==> src/rtl/trap_ctrl.sv <==
// Trap entry sequencer: picks one exception or interrupt by fixed priority,
// flushes the pipeline, strobes the CSR file and stalls until it acknowledges.
module trap_ctrl #(
  parameter int XLEN         = 64,
  parameter int FLUSH_CYCLES = 2,
  parameter int ACK_TIMEOUT  = 16
) (
  input  logic            CLK,
  input  logic            RESET,
  input  logic            EXC_VALID,
  input  logic [4:0]      EXC_CODE,
  input  logic [XLEN-1:0] EXC_PC,
  input  logic            RETIRE_VALID,
  input  logic [XLEN-1:0] RETIRE_NPC,
  input  logic            EXT_IRQ,
  input  logic            SW_IRQ,
  input  logic            TIMER_IRQ,
  input  logic            GLOBAL_IE,
  input  logic [2:0]      IRQ_EN,
  input  logic            DE_CS,
  output logic            CS,
  output logic [XLEN-1:0] CAUSE,
  output logic [XLEN-1:0] NPC,
  output logic            FLUSH,
  output logic            STALL,
  output logic            TRAP_ERR
);

  localparam int CNT_MAX = (FLUSH_CYCLES > ACK_TIMEOUT) ? FLUSH_CYCLES : ACK_TIMEOUT;
  localparam int CNT_W   = $clog2(CNT_MAX + 1);
  localparam logic [CNT_W-1:0] FLUSH_LAST = CNT_W'(FLUSH_CYCLES - 1);
  localparam logic [CNT_W-1:0] ACK_LAST   = CNT_W'(ACK_TIMEOUT - 1);

  typedef enum logic [1:0] {IDLE, DRAIN, FIRE, WAIT_ACK} state_e;

  state_e            state_q, state_d;
  logic [CNT_W-1:0]  cnt_q, cnt_d;
  logic [XLEN-1:0]   cause_q, cause_d;
  logic [XLEN-1:0]   npc_q, npc_d;
  logic              cs_q, cs_d;
  logic              flush_q, flush_d;
  logic              stall_q, stall_d;
  logic              err_q, err_d;

  logic [2:0]        irq_pend;
  logic [4:0]        irq_code;

  assign irq_pend = {EXT_IRQ, SW_IRQ, TIMER_IRQ} & IRQ_EN;

  // NOTE: every signal written in a combinational block gets a default first,
  // so no path through the if/case leaves it unassigned and infers a latch.
  always_comb begin
    irq_code = 5'd7;
    if (irq_pend[2])      irq_code = 5'd11;
    else if (irq_pend[1]) irq_code = 5'd3;
  end

  always_comb begin
    state_d = state_q;
    cnt_d   = cnt_q;
    cause_d = cause_q;
    npc_d   = npc_q;
    cs_d    = 1'b0;
    flush_d = flush_q;
    stall_d = stall_q;
    err_d   = err_q;

    unique case (state_q)
      IDLE: begin
        if (EXC_VALID) begin
          cause_d      = '0;
          cause_d[4:0] = EXC_CODE;
          npc_d        = EXC_PC;
          state_d      = DRAIN;
          flush_d      = 1'b1;
          stall_d      = 1'b1;
          cnt_d        = '0;
        end else if (GLOBAL_IE && RETIRE_VALID && (|irq_pend)) begin
          cause_d            = '0;
          cause_d[XLEN-1]    = 1'b1;
          cause_d[4:0]       = irq_code;
          npc_d              = RETIRE_NPC;
          state_d            = DRAIN;
          flush_d            = 1'b1;
          stall_d            = 1'b1;
          cnt_d              = '0;
        end
      end

      DRAIN: begin
        if (cnt_q == FLUSH_LAST) begin
          state_d = FIRE;
          flush_d = 1'b0;
          cs_d    = 1'b1;
          cnt_d   = '0;
        end else begin
          cnt_d = cnt_q + CNT_W'(1);
        end
      end

      FIRE: begin
        state_d = WAIT_ACK;
        cnt_d   = '0;
      end

      WAIT_ACK: begin
        // An ack wins over a timeout landing on the same cycle.
        if (DE_CS) begin
          state_d = IDLE;
          stall_d = 1'b0;
          cnt_d   = '0;
        end else if (cnt_q == ACK_LAST) begin
          state_d = IDLE;
          stall_d = 1'b0;
          err_d   = 1'b1;
          cnt_d   = '0;
        end else begin
          cnt_d = cnt_q + CNT_W'(1);
        end
      end

      default: state_d = IDLE;
    endcase
  end

  // NOTE: state registers use non-blocking assignments so every flop samples
  // the pre-edge values, independent of statement order.
  always_ff @(posedge CLK) begin
    if (RESET) begin
      state_q <= IDLE;
      cnt_q   <= '0;
      cause_q <= '0;
      npc_q   <= '0;
      cs_q    <= 1'b0;
      flush_q <= 1'b0;
      stall_q <= 1'b0;
      err_q   <= 1'b0;
    end else begin
      state_q <= state_d;
      cnt_q   <= cnt_d;
      cause_q <= cause_d;
      npc_q   <= npc_d;
      cs_q    <= cs_d;
      flush_q <= flush_d;
      stall_q <= stall_d;
      err_q   <= err_d;
    end
  end

  assign CS       = cs_q;
  assign CAUSE    = cause_q;
  assign NPC      = npc_q;
  assign FLUSH    = flush_q;
  assign STALL    = stall_q;
  assign TRAP_ERR = err_q;

endmodule

==> config.mk <==
export PLATFORM = sky130hd
export DESIGN_NAME = trap_ctrl
export DESIGN_NICKNAME = d
export VERILOG_FILES = /design/src/rtl/trap_ctrl.sv
export SDC_FILE = /design/constraint.sdc
export NUM_CORES = 1
export LEC_CHECK = 0
export BUFFER_PORTS_ARGS = -buffer_cell sky130_fd_sc_hd__buf_2
export CAP_MARGIN = 30
export CORE_AREA = 2 2 107 109
export CTS_BUF_LIST = sky130_fd_sc_hd__clkbuf_4
export CTS_CLUSTER_SIZE = 20
export DETAILED_ROUTE_END_ITERATION = 8
export DIE_AREA = 0 0 109 111
export GPL_TIMING_DRIVEN = 1
export PLACE_DENSITY_LB_ADDON = 0.25
export SLEW_MARGIN = 25
export SYNTH_ARGS = -nofsm -noshare
export SYNTH_HDL_FRONTEND = slang
export SYNTH_SLANG_ARGS = --single-unit
==> constraint.sdc <==
create_clock -name CLK -period 2.2 [get_ports CLK]
set_input_delay 0.22 -clock CLK [delete_from_list [all_inputs] [get_ports CLK]]
set_output_delay 0.22 -clock CLK [all_outputs]
set_load 0.1 [all_outputs]
* After elaboration in Yosys (flattened, before gate mapping) *
Index checks and enable logic that the tools add are counted.

word-level totals
  register bits = 139
  bits of input ports = 145
  output and inout port bits = 132
  word-level logic and storage cells = 59

cells by class
  reductions and logical operators = 13
  add/sub/neg operators = 1
  multiplexer cells = 26
  eq/ne operators = 8
  bitwise operators = 3

operators by type and width
  cell                   number
  $mux W64               4
  $mux W5                5
  $pmux W5 S4            1
  $reduce_and A3 Y1      4
  $mux W2                5
  $pmux W2 S4            1
  $mux W1                6
  $ne A3 B3 Y1 const B   2
  $reduce_bool A2 Y1     3
  $add A5 B1 Y5 const B  1
  $eq A5 B1 Y1 const B   1
  $eq A5 B4 Y1 const B   1
  $eq A2 B2 Y1 const B   2
  $mux W4                1
  $pmux W1 S2            2
  $and A3 B3 Y3          1
  $mux W3                1
  $reduce_or A3 Y1       1
  $eq A2 B1 Y1 const B   1
  $logic_and A1 B1 Y1    2
  $logic_not A2 Y1       1
  $ne A2 B2 Y1 const B   1
  $not A1 Y1             2
  $reduce_and A2 Y1      1
  $reduce_or A2 Y1       1

* Depth between registers and ports, before layout *
  depth in word-level cells = 6
  depth in mapped cells = 8
  gate-level depth less buffers = 6

* Worst setup path before layout *
No wires, ideal clock.

  kind = reg-to-reg
  from = register state_q[0]
  to = register state_q[0]
  path slack = 0.417 ns
  data arrival time = 1.668 ns
  setup time = 0.115 ns
  required time = 2.085 ns
  stages on the path, launching flop included = 8
  path buffers = 1
  cell sequence = dfxtp_1 > inv_1 > ha_1 > nor2b_1 > o21a_1 > buf_4 > or4_1 > and3_1

on the way
  word-level cells in the longest chain between the ends = 3

ends and longest elaborated chain
  item                                                           line  source
  start: declaration                                             36    state_e state_q, state_d;
  start signal: assignment                                       139   state_q <= state_d;
  $eq A2 B2 Y1, or another cell as far along                     68    unique case (state_q)
  $ne A3 B3 Y1 (no source line) or $ne A2 B2 Y1 (tied branches)  -
  $reduce_and A3 Y1 (no source line)                             -

Several ways; a longest one is shown, not always the timed one.
A chain may end at the register's enable or synchronous reset.

* Final worst setup path *
  from = register state_q[1]
  to = register state_q[0]

Same word-level chain as after synthesis.

==> reports/qor.yml <==
grt_pass1_wl_mm: 15.6
hold_slack_ps: 70.9
dpl.hpwl_mm: 7.90
worst_skew_pair.late_latency_ps: 420
path_class: "reg2reg"
hold_viol_final: 0
design.die.area_um2: 12100
fmax_mhz: 514
cts-resized-gates: 0
antenna_found_initial: 0
outcome: "completed"
critPathTopFamily: "simple AND/OR/NAND/NOR gates"
cts_tree: "built"
hp-class: "in2reg"
regArea_um2: 1620
drive_above_1_share_pct: 37.4
maxSlewViolCount: 0
worst-path-max-fanout: 10
cts_root_buf: "clkbuf_4"
top_level_ports: 277
vias: 3730
max_slew_margin_pct: 47.9
drt_iter0_drc: 108
avgSynthCellArea_um2: 9.34
yosysTopAreaCell: "dfxtp_1"
die_w_um: 109
crit_path_max_incr_delay_ps: 510
cp.required_ps: 2520
grt_pass1_vias: 3340
syn_inst: 450
grtUsageTotal_pct: 16.2
critPathArrivalTime_ps: 2260
fin_crit_sh_pct: 88.4
start_kind: "flip-flop"
final_nets: 805
fillers: 1114
yosys_warnings: 0
grt_overflow: 0
ys_seq_area_share_pct: 38.6
htreeDepth: 3
grt_max_degree: 58
clkTransAtPathRegs_ps: 120
cp_num_buf_inv: 1
n_antenna_cell: 0
wl_mm: 10.2
power_leakage_nw: 2.67
wire_per_inst_um: 12.8
synth_area_um2: 4200
drc: 0
port_buffers: 218
synth_top_area_share_pct: 38.6
detail_route.first_pass.iterations: 4
fp.dieH_um: 111
ys_ff_latch: 81
hold_buffers: 0
yosys-top-cells-area: "dfxtp_1, mux2i_1, a211oi_1"
power_density_nw_per_um2: 1590
path_cells: "inv_1 > ha_1 > nor2b_1 > o21a_1 > or4_1 > and3_1"
fin_crit_ps: 1940
cts_setup_buffers: 0
cap_viol_max_count: 0
multi_input_comb_area_um2: 2140
cpMaxStageDelayCell: "or4_1"
cts.sinks: 81
tns_ps: 0
fin_skew_ps: 14.8
coreArea_um2: 11100
ant_nets: 0
setup_viol: 0
syn2layout_area_growth_pct: 26.2
fp-row-count: 39
rsz0062_at_grt: "false"
ir_drop_v: 0.000718
cts_buffer_depth: 2
vias_per_cell: 4.66
cp-end-kind: "flip-flop"
ys_types: 42
worst_pin_slew_ps: 782
start_util_pct: 37.9
cts_made_buffers: 9
place_congestion: 0.792
[cell usage in the layout, fill, tap and decap left out, types with 2 or more instances in the layout]
master,Yosys,routed
conb_1,1,58
nand2b_1,4,4
nand2_1,4,4
buf_4,61,4
mux2i_1,64,64
a211oi_1,66,66
o21ai_0,5,5
clkinv_1,0,2
clkbuf_4,0,9
nand3_1,4,4
buf_12,0,4
nor2b_1,3,3
nor3_1,4,4
ha_1,8,8
nand3b_1,2,2
nor2_1,73,73
a311oi_1,2,2
clkinv_4,0,3
o21ai_1,3,3
inv_1,7,7
o41ai_1,2,2
a21oi_1,6,6
buf_2,15,217
dfxtp_1,81,81
[Yosys cell counts (all sizes together)]
master	number
buf	83
dfxtp	81
nor2	73
a211oi	68
mux2i	64
clkbuf	8
ha	8
o21ai	8
a21oi	7
inv	7
nand2	4
nand2b	4
nand3	4
nor3	4
nor2b	3
a311oi	2
nand3b	2
nor4b	2
o41ai	2
a222oi	1
a22oi	1
a2bb2oi	1
a311o	1
and3	1
and4b	1
conb	1
nor4	1
o211ai	1
o21a	1
o22ai	1
o31ai	1
o32ai	1
or2	1
or4	1
or4b	1
[registers in the layout, indices dropped and copies added, names as in the netlist]
register and count:
TRAP_ERR 1, STALL 1, cnt_q 5, CS 1
CAUSE 6, NPC 64, FLUSH 1, state_q 2
[final cells by class]
| type | count | share of cell area [%] |
|---|---|---|
| clock buffer | 9 | 1.27 |
| clock inverter | 7 | 1.34 |
| sequential | 81 | 30.6 |
| timing repair buffer | 225 | 22.6 |
| inverter | 7 | 0.495 |
| tap | 143 | 3.37 |
| multi-input combinational | 328 | 40.4 |
[per-stage QoR]
| stage | instance area (um2) | setup WS [ps] | util, % | power, W | cells |
|---|---|---|---|---|---|
| after detailed placement | 5160 | 275 | 46.6 | 0.00763 | 784 |
| after floorplan | 4420 | 417 | - | 0.00691 | 507 |
| after global routing | 5300 | 96.8 | 47.9 | 0.00887 | 800 |
| after global placement | 5160 | 385 | 46.6 | 0.00755 | 784 |
| after CTS | 5300 | 263 | 47.9 | 0.00852 | 800 |
| final | 5300 | 256 | 47.9 | 0.00843 | 800 |
[worst register-to-register path, stage by stage, from the launching register on]
cell and delay (ps):
dfxtp_1 400, inv_1 100, ha_1 260, nor2b_1 170
o21a_1 210, or4_1 510, and3_1 200
[worst paths after layout]
path | start | to | slack, ps | cells after the start
setup / recovery | state_q[1]$_SDFFE_PP0P_ | state_q[0]$_SDFFE_PP0P_ | 260 | 6
hold / removal | EXC_CODE[2] | CAUSE[2]$_SDFFE_PP0P_ | 70 | 3
setup reg to reg | state_q[1]$_SDFFE_PP0P_ | state_q[0]$_SDFFE_PP0P_ | 260 | 6
hold reg to reg | CAUSE[4]$_SDFFE_PP0P_ | CAUSE[4]$_SDFFE_PP0P_ | 490 | 2
[power breakdown]
group | switching, W | internal [W] | total (W)
combinational | 0.00448 | 0.000957 | 0.00543
clock | 0.000521 | 0.000345 | 0.000865
sequential | 0.000222 | 0.00191 | 0.00213
[per-layer routing]
layer  part of all wire, %  GRT usage (%)
met1                    40           18.6
met5                     0              0
met3                   7.1           3.59
met2                    52           29.2
met4                   1.4           5.30
[logic make-up after synthesis]
kind of cell	synth area share [%]
AOI/OAI and AO/OA	17.0
adders and majority gates	2.38
buffers and inverters	15.7
DFF	38.6
muxes	15.2
other	0.0892
and+or+nand+nor	11.0
Note: power is estimated with default switching activity, not from simulation.
